## config.mk

```make
export PLATFORM = sky130hd
export DESIGN_NAME = tour_cmd_seq
export DESIGN_NICKNAME = d
export VERILOG_FILES = /design/src/rtl/tour_pkg.sv /design/src/rtl/tour_move_decode.sv /design/src/rtl/tour_cmd_seq.sv
export SDC_FILE = /design/constraint.sdc
export NUM_CORES = 1
export LEC_CHECK = 0
export ABC_AREA = 1
export CORE_ASPECT_RATIO = 2
export CORE_MARGIN = 4
export CORE_UTILIZATION = 25
export CTS_BUF_LIST = sky130_fd_sc_hd__clkbuf_2
export DETAILED_ROUTE_END_ITERATION = 6
export HOLD_SLACK_MARGIN = 0.08
export PLACE_DENSITY = 0.65
export SYNTH_ARGS = -nofsm -noshare
export SYNTH_HDL_FRONTEND = slang
export SYNTH_SLANG_ARGS = --single-unit
```

## constraint.sdc

```tcl
create_clock -name clk -period 2.3 [get_ports clk]
set_input_delay 0.345 -clock clk [delete_from_list [all_inputs] [get_ports clk]]
set_output_delay 0.345 -clock clk [all_outputs]
set_load 0.01 [all_outputs]
```

## src/rtl/tour_pkg.sv

```systemverilog
// Shared constants, state encoding and command packing for the knight's-tour command sequencer.
package tour_pkg;

  localparam logic [3:0] OP_MOVE         = 4'h4;
  localparam logic [3:0] OP_MOVE_FANFARE = 4'h5;

  localparam logic [7:0] HEAD_N = 8'h00;
  localparam logic [7:0] HEAD_W = 8'h3F;
  localparam logic [7:0] HEAD_S = 8'h7F;
  localparam logic [7:0] HEAD_E = 8'hBF;

  localparam logic [7:0] RESP_ACK  = 8'hA5;
  localparam logic [7:0] RESP_BUSY = 8'h5A;

  localparam int unsigned NUM_MOVES = 24;
  localparam logic [4:0]  LAST_MOVE = 5'(NUM_MOVES - 1);

  // Encodings kept identical to the legacy localparam values
  typedef enum logic [2:0] {
    IDLE  = 3'd0,
    VERT  = 3'd1,
    VWAIT = 3'd2,
    HORZ  = 3'd3,
    HWAIT = 3'd4
  } state_t;

  function automatic logic [15:0] mk_cmd(input logic [3:0] op, input logic [7:0] head,
                                         input logic [3:0] sq);
    return {op, head, sq};
  endfunction

endpackage

```

## src/rtl/tour_move_decode.sv

```systemverilog
// Maps a one-hot knight move to its vertical and horizontal command words.
// Non-one-hot input decodes the lowest set bit (all-zero decodes as bit 0) and flags illegal.
import tour_pkg::*;

module tour_move_decode (
  input  logic [7:0]  move,
  output logic [15:0] vert_cmd,
  output logic [15:0] horz_cmd,
  output logic        illegal
);

  logic [2:0] sel;

  always_comb begin
    sel = '0;
    // Scan downward so the lowest set bit wins
    for (int unsigned i = 8; i > 0; i--) begin
      if (move[i-1]) sel = 3'(i - 1);
    end
    illegal = (move == '0) || ((move & (move - 8'd1)) != '0);

    vert_cmd = mk_cmd(OP_MOVE, HEAD_N, 4'd1);
    horz_cmd = mk_cmd(OP_MOVE_FANFARE, HEAD_E, 4'd2);
    case (sel)
      3'd0: begin vert_cmd = mk_cmd(OP_MOVE, HEAD_N, 4'd1); horz_cmd = mk_cmd(OP_MOVE_FANFARE, HEAD_E, 4'd2); end
      3'd1: begin vert_cmd = mk_cmd(OP_MOVE, HEAD_N, 4'd2); horz_cmd = mk_cmd(OP_MOVE_FANFARE, HEAD_E, 4'd1); end
      3'd2: begin vert_cmd = mk_cmd(OP_MOVE, HEAD_N, 4'd2); horz_cmd = mk_cmd(OP_MOVE_FANFARE, HEAD_W, 4'd1); end
      3'd3: begin vert_cmd = mk_cmd(OP_MOVE, HEAD_N, 4'd1); horz_cmd = mk_cmd(OP_MOVE_FANFARE, HEAD_W, 4'd2); end
      3'd4: begin vert_cmd = mk_cmd(OP_MOVE, HEAD_S, 4'd1); horz_cmd = mk_cmd(OP_MOVE_FANFARE, HEAD_W, 4'd2); end
      3'd5: begin vert_cmd = mk_cmd(OP_MOVE, HEAD_S, 4'd2); horz_cmd = mk_cmd(OP_MOVE_FANFARE, HEAD_W, 4'd1); end
      3'd6: begin vert_cmd = mk_cmd(OP_MOVE, HEAD_S, 4'd2); horz_cmd = mk_cmd(OP_MOVE_FANFARE, HEAD_E, 4'd1); end
      default: begin vert_cmd = mk_cmd(OP_MOVE, HEAD_S, 4'd1); horz_cmd = mk_cmd(OP_MOVE_FANFARE, HEAD_E, 4'd2); end
    endcase
  end

endmodule

```

## src/rtl/tour_cmd_seq.sv

```systemverilog
// Replays a solved 24-move tour as vertical/horizontal command pairs, else passes UART commands through.
// Optional macro TOUR_CMD_ERR_EN adds the sticky err output for non-one-hot moves.
import tour_pkg::*;

module tour_cmd_seq (
  input  logic        clk,
  input  logic        rst_n,
  input  logic        start_tour,
  input  logic [7:0]  move,
  output logic [4:0]  mv_indx,
  input  logic [15:0] cmd_UART,
  input  logic        cmd_rdy_UART,
  output logic [15:0] cmd,
  output logic        cmd_rdy,
  input  logic        clr_cmd_rdy,
  input  logic        send_resp,
  output logic [7:0]  resp,
  output logic        busy
`ifdef TOUR_CMD_ERR_EN
  ,
  output logic        err
`endif
);

  state_t      state;
  logic [15:0] vert_cmd;
  logic [15:0] horz_cmd;
  logic        bad_move;

  tour_move_decode u_decode (
    .move     (move),
    .vert_cmd (vert_cmd),
    .horz_cmd (horz_cmd),
`ifdef TOUR_CMD_ERR_EN
    .illegal  (bad_move)
`else
    .illegal  ()
`endif
  );

`ifndef TOUR_CMD_ERR_EN
  assign bad_move = 1'b0;
`endif

  always_ff @(posedge clk or negedge rst_n) begin
    if (!rst_n) begin
      state   <= IDLE;
      mv_indx <= '0;
    end else begin
      case (state)
        IDLE: if (start_tour) begin
          state   <= VERT;
          mv_indx <= '0;
        end
        VERT: if (bad_move) begin
          state   <= IDLE;
          mv_indx <= '0;
        end else if (clr_cmd_rdy) begin
          state <= VWAIT;
        end
        VWAIT: if (send_resp) state <= HORZ;
        HORZ:  if (clr_cmd_rdy) state <= HWAIT;
        HWAIT: if (send_resp) begin
          if (mv_indx == LAST_MOVE) begin
            state   <= IDLE;
            mv_indx <= '0;
          end else begin
            state   <= VERT;
            mv_indx <= mv_indx + 5'd1;
          end
        end
        default: state <= IDLE;
      endcase
    end
  end

`ifdef TOUR_CMD_ERR_EN
  always_ff @(posedge clk or negedge rst_n) begin
    if (!rst_n)                          err <= 1'b0;
    else if (state == IDLE && start_tour) err <= 1'b0;
    else if (state == VERT && bad_move)   err <= 1'b1;
  end
`endif

  always_comb begin
    cmd     = cmd_UART;
    cmd_rdy = cmd_rdy_UART;
    resp    = RESP_ACK;
    busy    = 1'b0;
    case (state)
      VERT: begin
        cmd     = vert_cmd;
        cmd_rdy = !bad_move;
        resp    = RESP_BUSY;
        busy    = 1'b1;
      end
      VWAIT: begin
        cmd     = vert_cmd;
        cmd_rdy = 1'b0;
        resp    = RESP_BUSY;
        busy    = 1'b1;
      end
      HORZ: begin
        cmd     = horz_cmd;
        cmd_rdy = 1'b1;
        resp    = RESP_BUSY;
        busy    = 1'b1;
      end
      HWAIT: begin
        cmd     = horz_cmd;
        cmd_rdy = 1'b0;
        resp    = (mv_indx == LAST_MOVE) ? RESP_ACK : RESP_BUSY;
        busy    = 1'b1;
      end
      default: ;
    endcase
  end

endmodule

```

==> reports/results.txt, run 1 <==
Status: finished, final reports clean
Total Power: 2.07 mW
RSZ-0062 raised after global routing: no
CTS tree: built
Max clock buf depth: 2
Flops & latches, synth: 8
Wirelength, routed: 3250 microns
Filler instances: 368
Initial core utilization: 25.9%
CTS Root Buffer Type: clkbuf_2
Clk slew on worst S/H paths: 0.08 ns
Antenna violations before repair: 0
Met1 GRT Util: 11.8%
Syn Area/Cell: 6.04 sq um
Most frequent cells in the layout: 42 x nand2_1, 39 x clkdlybuf4s50_1, 17 x inv_1, 17 x buf_4, 12 x nand3_1
CP startpoint kind: input port
DIE AREA: 0.00485 sq mm
Final antenna-violating net count: 0
R2R depth: 9
GRT met2 Usage: 27.5%
Post-DP Area: 0.00159 sq mm
Power density cells: 1150 mW/mm^2
Reg-to-reg startpoint: state[1]$_DFFE_PN0P_
Routed len/inst: 11.7 microns
Layout Nets: 266
Max Fanout on Critical Path: 2
Post-DR vias/cell: 4.55
Commonest non-fill, non-tap cell in the layout: nand2_1
Arrival time worst endpoint: 1.86 ns
Layout cells sized above 1: 29.3%
Synth area leader: dfrtp_1
IO Pins: 61
CTS Sinks: 8
TritonCTS buffer count: 3
Final Max Tran Viols: 0
Warnings, synthesis: 0
Vias in the first global route: 1240
Final Instance Area: 0.00180 sq mm
Fmax: 0.453 GHz
DR pass1 iterations: 4
FF/Latch Area: 201 sq um
Yosys cell types: 24
Yosys top cell area share: 21.4%
DP HPWL: 2460 microns
R2r setup slk: 0.98 ns
Die H: 94.5 microns
Core area: 0.00361 sq mm
CP dominant cell by count: nand2_1
Area contributors post-synth: dfrtp_1 21%, nand2_1 18%, inv_1 10%
Worst path max stage delay: 0.28 ns
Slowest cell on crit path: dlygate4sd2_1
Hold Slack: 0.391 ns
Final setup viols: 0
Measured slew at the worst slew-check pin: 0.392 ns
Pleak: 0.903 nW
Total number of vias: 1264
Crit path time final: 2.21 ns
Area growth, synth to finish: 92.0%
CP Capture Type: output port
Met3 capacity usage during global routing: 1.58%
Crit path to: cmd[0]
Final Wtd Congestion: 0.815
Post-Syn Instances: 155
Clk Latency, worst-skew pair: 0.24 ns
Worst slew margin: 73.8%
Reg2reg end: state[1]$_DFFE_PN0P_
Fin crit share: 96.0%
Hold WC Path Type: in2async
Final hold violations: 0
GRT Resource Usage Total: 13.4%
Peak supply drop: 0.649 mV
H-tree Lvls: 1
Worst Path Required: 1.96 ns
Worst setup path startpoint: move[6]
Busiest grt layer: met2
Post-synthesis cell area: 936 sq um
Multi-input logic area: 711 sq um
Total overflow reported by the global router: 0
First-pass GRT wire length: 5080 microns
Synthesized Nets: 190
Die width: 51.3 microns
Ant diodes: 0
IO buf count: 60
WS Path Type: in2out
CP cell instances: buf_2 > inv_2 > a21oi_2 > o21ai_1 > nand2_1 > a21oi_2 > inv_2 > ha_4 > o21ai_4 > o21ai_0 > nand2_1 > nand2_1 > dlygate4sd2_1
DRC Markers: 0
Clk_skew: 0.00711 ns
Cts hold-fix bufs: 0
Pin count of the biggest net entering global routing: 12
Sequential area share after synthesis: 21.4%
Initial DRC count: 23
Max-cap viol count: 0
Row count: 31
-- synthesized netlist by cell type --
cell type / n
nand3b_1: 2
dfrtp_1: 8
o22ai_1: 1
inv_2: 3
nand4_1: 3
nand2_4: 3
buf_4: 6
o21ai_1: 3
nand3_2: 1
inv_1: 25
ha_1: 5
nor3_1: 1
buf_6: 1
nor2_1: 12
a21oi_1: 6
nand3_1: 13
o211ai_1: 1
o21ai_0: 8
a21o_1: 1
nand2_2: 3
nor2_2: 1
nand2_1: 46
a21oi_2: 1
or2_2: 1
-- layout make-up --
type / count / area share (%)
clock buffers: 3 / 0.836
flip-flops and latches: 8 / 11.2
multi-input cells: 112 / 39.6
well taps: 49 / 3.41
inverters: 28 / 5.99
repair buffers: 78 / 39.0
-- stage by stage --
step           worst slack, ns  cells  setup TNS, ns  utilization, %
6_report                0.0931    278              0            49.8
5_1_grt                0.00344    278              0            49.8
4_1_cts               0.000879    272              0            47.6
3_5_place_dp            -0.703    264          -6.42            44.2
3_3_place_gp            -0.653    264          -6.02            44.2
2_1_floorplan            0.341    155              0               -
-- critical path, delay by kind of cell --
| kind | cells | cell delay (ns) |
|---|---|---|
| AO/OA/AOI/OAI | 5 | 0.60 |
| buffers and inverters | 4 | 0.53 |
| AND/OR/NAND/NOR | 3 | 0.20 |
| adder cells (fa/ha/maj) | 1 | 0.17 |
-- worst min path at each step --
| stage | from | cells past startpoint | endpoint |
|---|---|---|---|
| after floorplan | rst_n | 0 | mv_indx[0]$_DFFE_PN0P_ |
| after global placement | mv_indx[1]$_DFFE_PN0P_ | 2 | mv_indx[1]$_DFFE_PN0P_ |
| after detailed placement | mv_indx[1]$_DFFE_PN0P_ | 2 | mv_indx[1]$_DFFE_PN0P_ |
| after CTS | rst_n | 1 | mv_indx[3]$_DFFE_PN0P_ |
| after global routing | rst_n | 1 | mv_indx[3]$_DFFE_PN0P_ |
| final | rst_n | 1 | mv_indx[3]$_DFFE_PN0P_ |
-- timing repair --
| item | in CTS | in global routing |
|---|---|---|
| pin swaps | 15 | 11 |
| setup endpoints to repair | 13 | 19 |
| resized for setup | 62 | 24 |
| setup buffers | 5 | 7 |
-- sequential cells by signal, summed over array words and instances, names as in the netlist --
register	flops
mv_indx	5
state	3
-- report_power, final --
group / leakage (nW) / total, mW / switching, mW / internal (mW)
Combinational: 0.785 / 1.77 / 0.918 / 0.849
Clock: 0.0125 / 0.0844 / 0.0488 / 0.0356
Sequential: 0.106 / 0.224 / 0.0451 / 0.178
-- cells by family (layout without fill, tap and decap cells) --
| family | after synthesis | count (layout) | synth area share (%) |
|---|---|---|---|
| AO/OA/AOI/OAI | 21 | 21 | 12.3 |
| buffers and inverters | 35 | 109 | 17.2 |
| AND/OR/NAND/NOR | 86 | 86 | 42.4 |
| adder cells (fa/ha/maj) | 5 | 5 | 6.68 |
| flip-flops | 8 | 8 | 21.4 |
-- metal layers --
layer  part of all wire, %  vias to the layer above  routed length [microns]
met5                     0                        -                        0
met4                   2.4                        0                       77
met3                   4.3                        8                      141
met2                    61                       38                     1970
met1                    32                      590                     1060
li1                      -                      628                        -
No activity file was read; power rests on OpenSTA's default activity.
==> run 2: changes to the inputs <==
==> constraint.sdc (replaced) <==
create_clock -name clk -period 2.25 [get_ports clk]
set_input_delay 0.3375 -clock clk [delete_from_list [all_inputs] [get_ports clk]]
set_output_delay 0.3375 -clock clk [all_outputs]
set_load 0.01 [all_outputs]
==> reports/results.txt, run 2 (synthesized netlist as in run 1, its figures left out) <==
Status: finished, final reports clean
Clk slew on worst S/H paths: 0.09 ns
CP Capture Type: output port
Layout Nets: 263
Biggest regs: mv_indx (5), state (3)
CTS Sinks: 8
Power density cells: 1260 mW/mm^2
Pin count of the biggest net entering global routing: 12
Clk Latency, worst-skew pair: 0.24 ns
Antenna violations before repair: 0
Worst Path Required: 1.91 ns
Final Wtd Congestion: 0.816
Crit path time final: 2.15 ns
R2R depth: 9
DIE AREA: 0.00485 sq mm
Worst slew margin: 73.5%
Layout cells sized above 1: 31.0%
Number of flip-flops in the largest register: 5
Final Instance Area: 0.00184 sq mm
Initial DRC count: 23
Clk_skew: 0.00795 ns
Total number of vias: 1236
Non-filler cells, final: 275
Area growth, synth to finish: 96.9%
Wirelength, routed: 3340 microns
Max Fanout on Critical Path: 3
Hold Slack: 0.378 ns
Hold WC Path Type: in2async
Fin crit share: 95.4%
IO buf count: 60
Arrival time worst endpoint: 1.81 ns
Total Power: 2.33 mW
CTS tree: built
Fmax: 0.466 GHz
Ant diodes: 0
Cts hold-fix bufs: 0
Measured slew at the worst slew-check pin: 0.397 ns
First-pass GRT wire length: 5160 microns
Post-DP Area: 0.00159 sq mm
Reg2reg end: state[1]$_DFFE_PN0P_
R2r setup slk: 0.96 ns
Row count: 31
Final antenna-violating net count: 0
Initial core utilization: 25.9%
Max clock buf depth: 2
Most frequent cells in the layout: 43 x nand2_1, 36 x clkdlybuf4s50_1, 20 x inv_1, 11 x buf_4, 10 x buf_6
Post-DR vias/cell: 4.49
Commonest non-fill, non-tap cell in the layout: nand2_1
Routed len/inst: 12.1 microns
DRC Markers: 0
DP HPWL: 2520 microns
CP startpoint kind: input port
Reg-to-reg startpoint: state[1]$_DFFE_PN0P_
Core area: 0.00361 sq mm
Final Max Tran Viols: 0
GRT Resource Usage Total: 13.8%
Final hold violations: 0
Die H: 94.5 microns
Final setup viols: 0
Biggest register: mv_indx
Total overflow reported by the global router: 0
H-tree Lvls: 1
DR pass1 iterations: 4
WS Path Type: in2out
Max-cap viol count: 0
TritonCTS buffer count: 3
IO Pins: 61
CTS Root Buffer Type: clkbuf_2
Die width: 51.3 microns
Placed cell count: 264
Vias in the first global route: 1209
Pleak: 0.951 nW
Peak supply drop: 0.729 mV
==> run 2: cell types whose count changed in the layout (fill, tap and decap cells not counted), sizes merged <==
cell and change:
dlymetal6s2s +4, clkdlybuf4s50 -3, dlygate4sd2 -3, buf +1, clkbuf -1, clkdlybuf4s15 -1
==> run 2: final cells by class <==
type / instances / area, sq um
flip-flops and latches: 8 / 201
inverters: 28 / 110
repair buffers: 75 / 721
fillers: 361 / 1760
well taps: 49 / 61.3
clock buffers: 3 / 15.0
multi-input cells: 112 / 734
==> run 2: timing repair <==
item,in CTS,in global routing
resized for setup,81,28
setup endpoints to repair,19,19
cloned,0,0
pin swaps,12,10
setup buffers,5,3
==> run 2: worst max-delay path by stage <==
stage	end	slack, ns	cells past startpoint	from
2_1_floorplan	cmd[4]	0.31	10	move[6]
3_3_place_gp	cmd[8]	-0.68	11	move[7]
3_5_place_dp	cmd[8]	-0.75	11	move[7]
4_1_cts	cmd[8]	0.005	13	move[6]
5_1_grt	cmd[11]	-0.01	13	move[5]
6_report	cmd[8]	0.10	12	move[7]
==> run 2: report_power, final <==
part           total [mW]  switching, mW  internal, mW
Clock              0.0892         0.0528        0.0364
Combinational        2.01           1.02         0.988
Sequential          0.226         0.0435         0.182
Total                2.33           1.12          1.21
==> run 2: stage by stage <==
| stage | utilization [%] | worst slack, ns | TNS (ns) |
|---|---|---|---|
| 6_report | 51.1 | 0.104 | 0 |
| 3_3_place_gp | 44.2 | -0.684 | -6.35 |
| 5_1_grt | 51.1 | -0.00991 | -0.0106 |
| 3_5_place_dp | 44.2 | -0.745 | -6.79 |
| 4_1_cts | 48.1 | 0.00534 | 0 |
| 2_1_floorplan | - | 0.306 | 0 |
==> run 2: critical path: stages <==
cell	delay (ns)
clkdlybuf4s15_1	0.19
nor2_2	0.13
inv_1	0.06
a21oi_2	0.16
nor2_4	0.06
buf_6	0.12
ha_4	0.16
o21ai_4	0.18
nand3_4	0.11
buf_6	0.15
nand3_2	0.06
buf_6	0.10
==> run 2: metal layers <==
| layer | global-route usage, % | share of wire [%] | up-vias | routed length [microns] |
|---|---|---|---|---|
| met1 | 12.2 | 30 | 559 | 988 |
| met4 | 6.13 | 2.6 | 0 | 87 |
| met3 | 1.42 | 4.5 | 9 | 151 |
| li1 | - | - | 625 | - |
| met2 | 28.9 | 63 | 43 | 2110 |
| met5 | 0 | 0 | - | 0 |
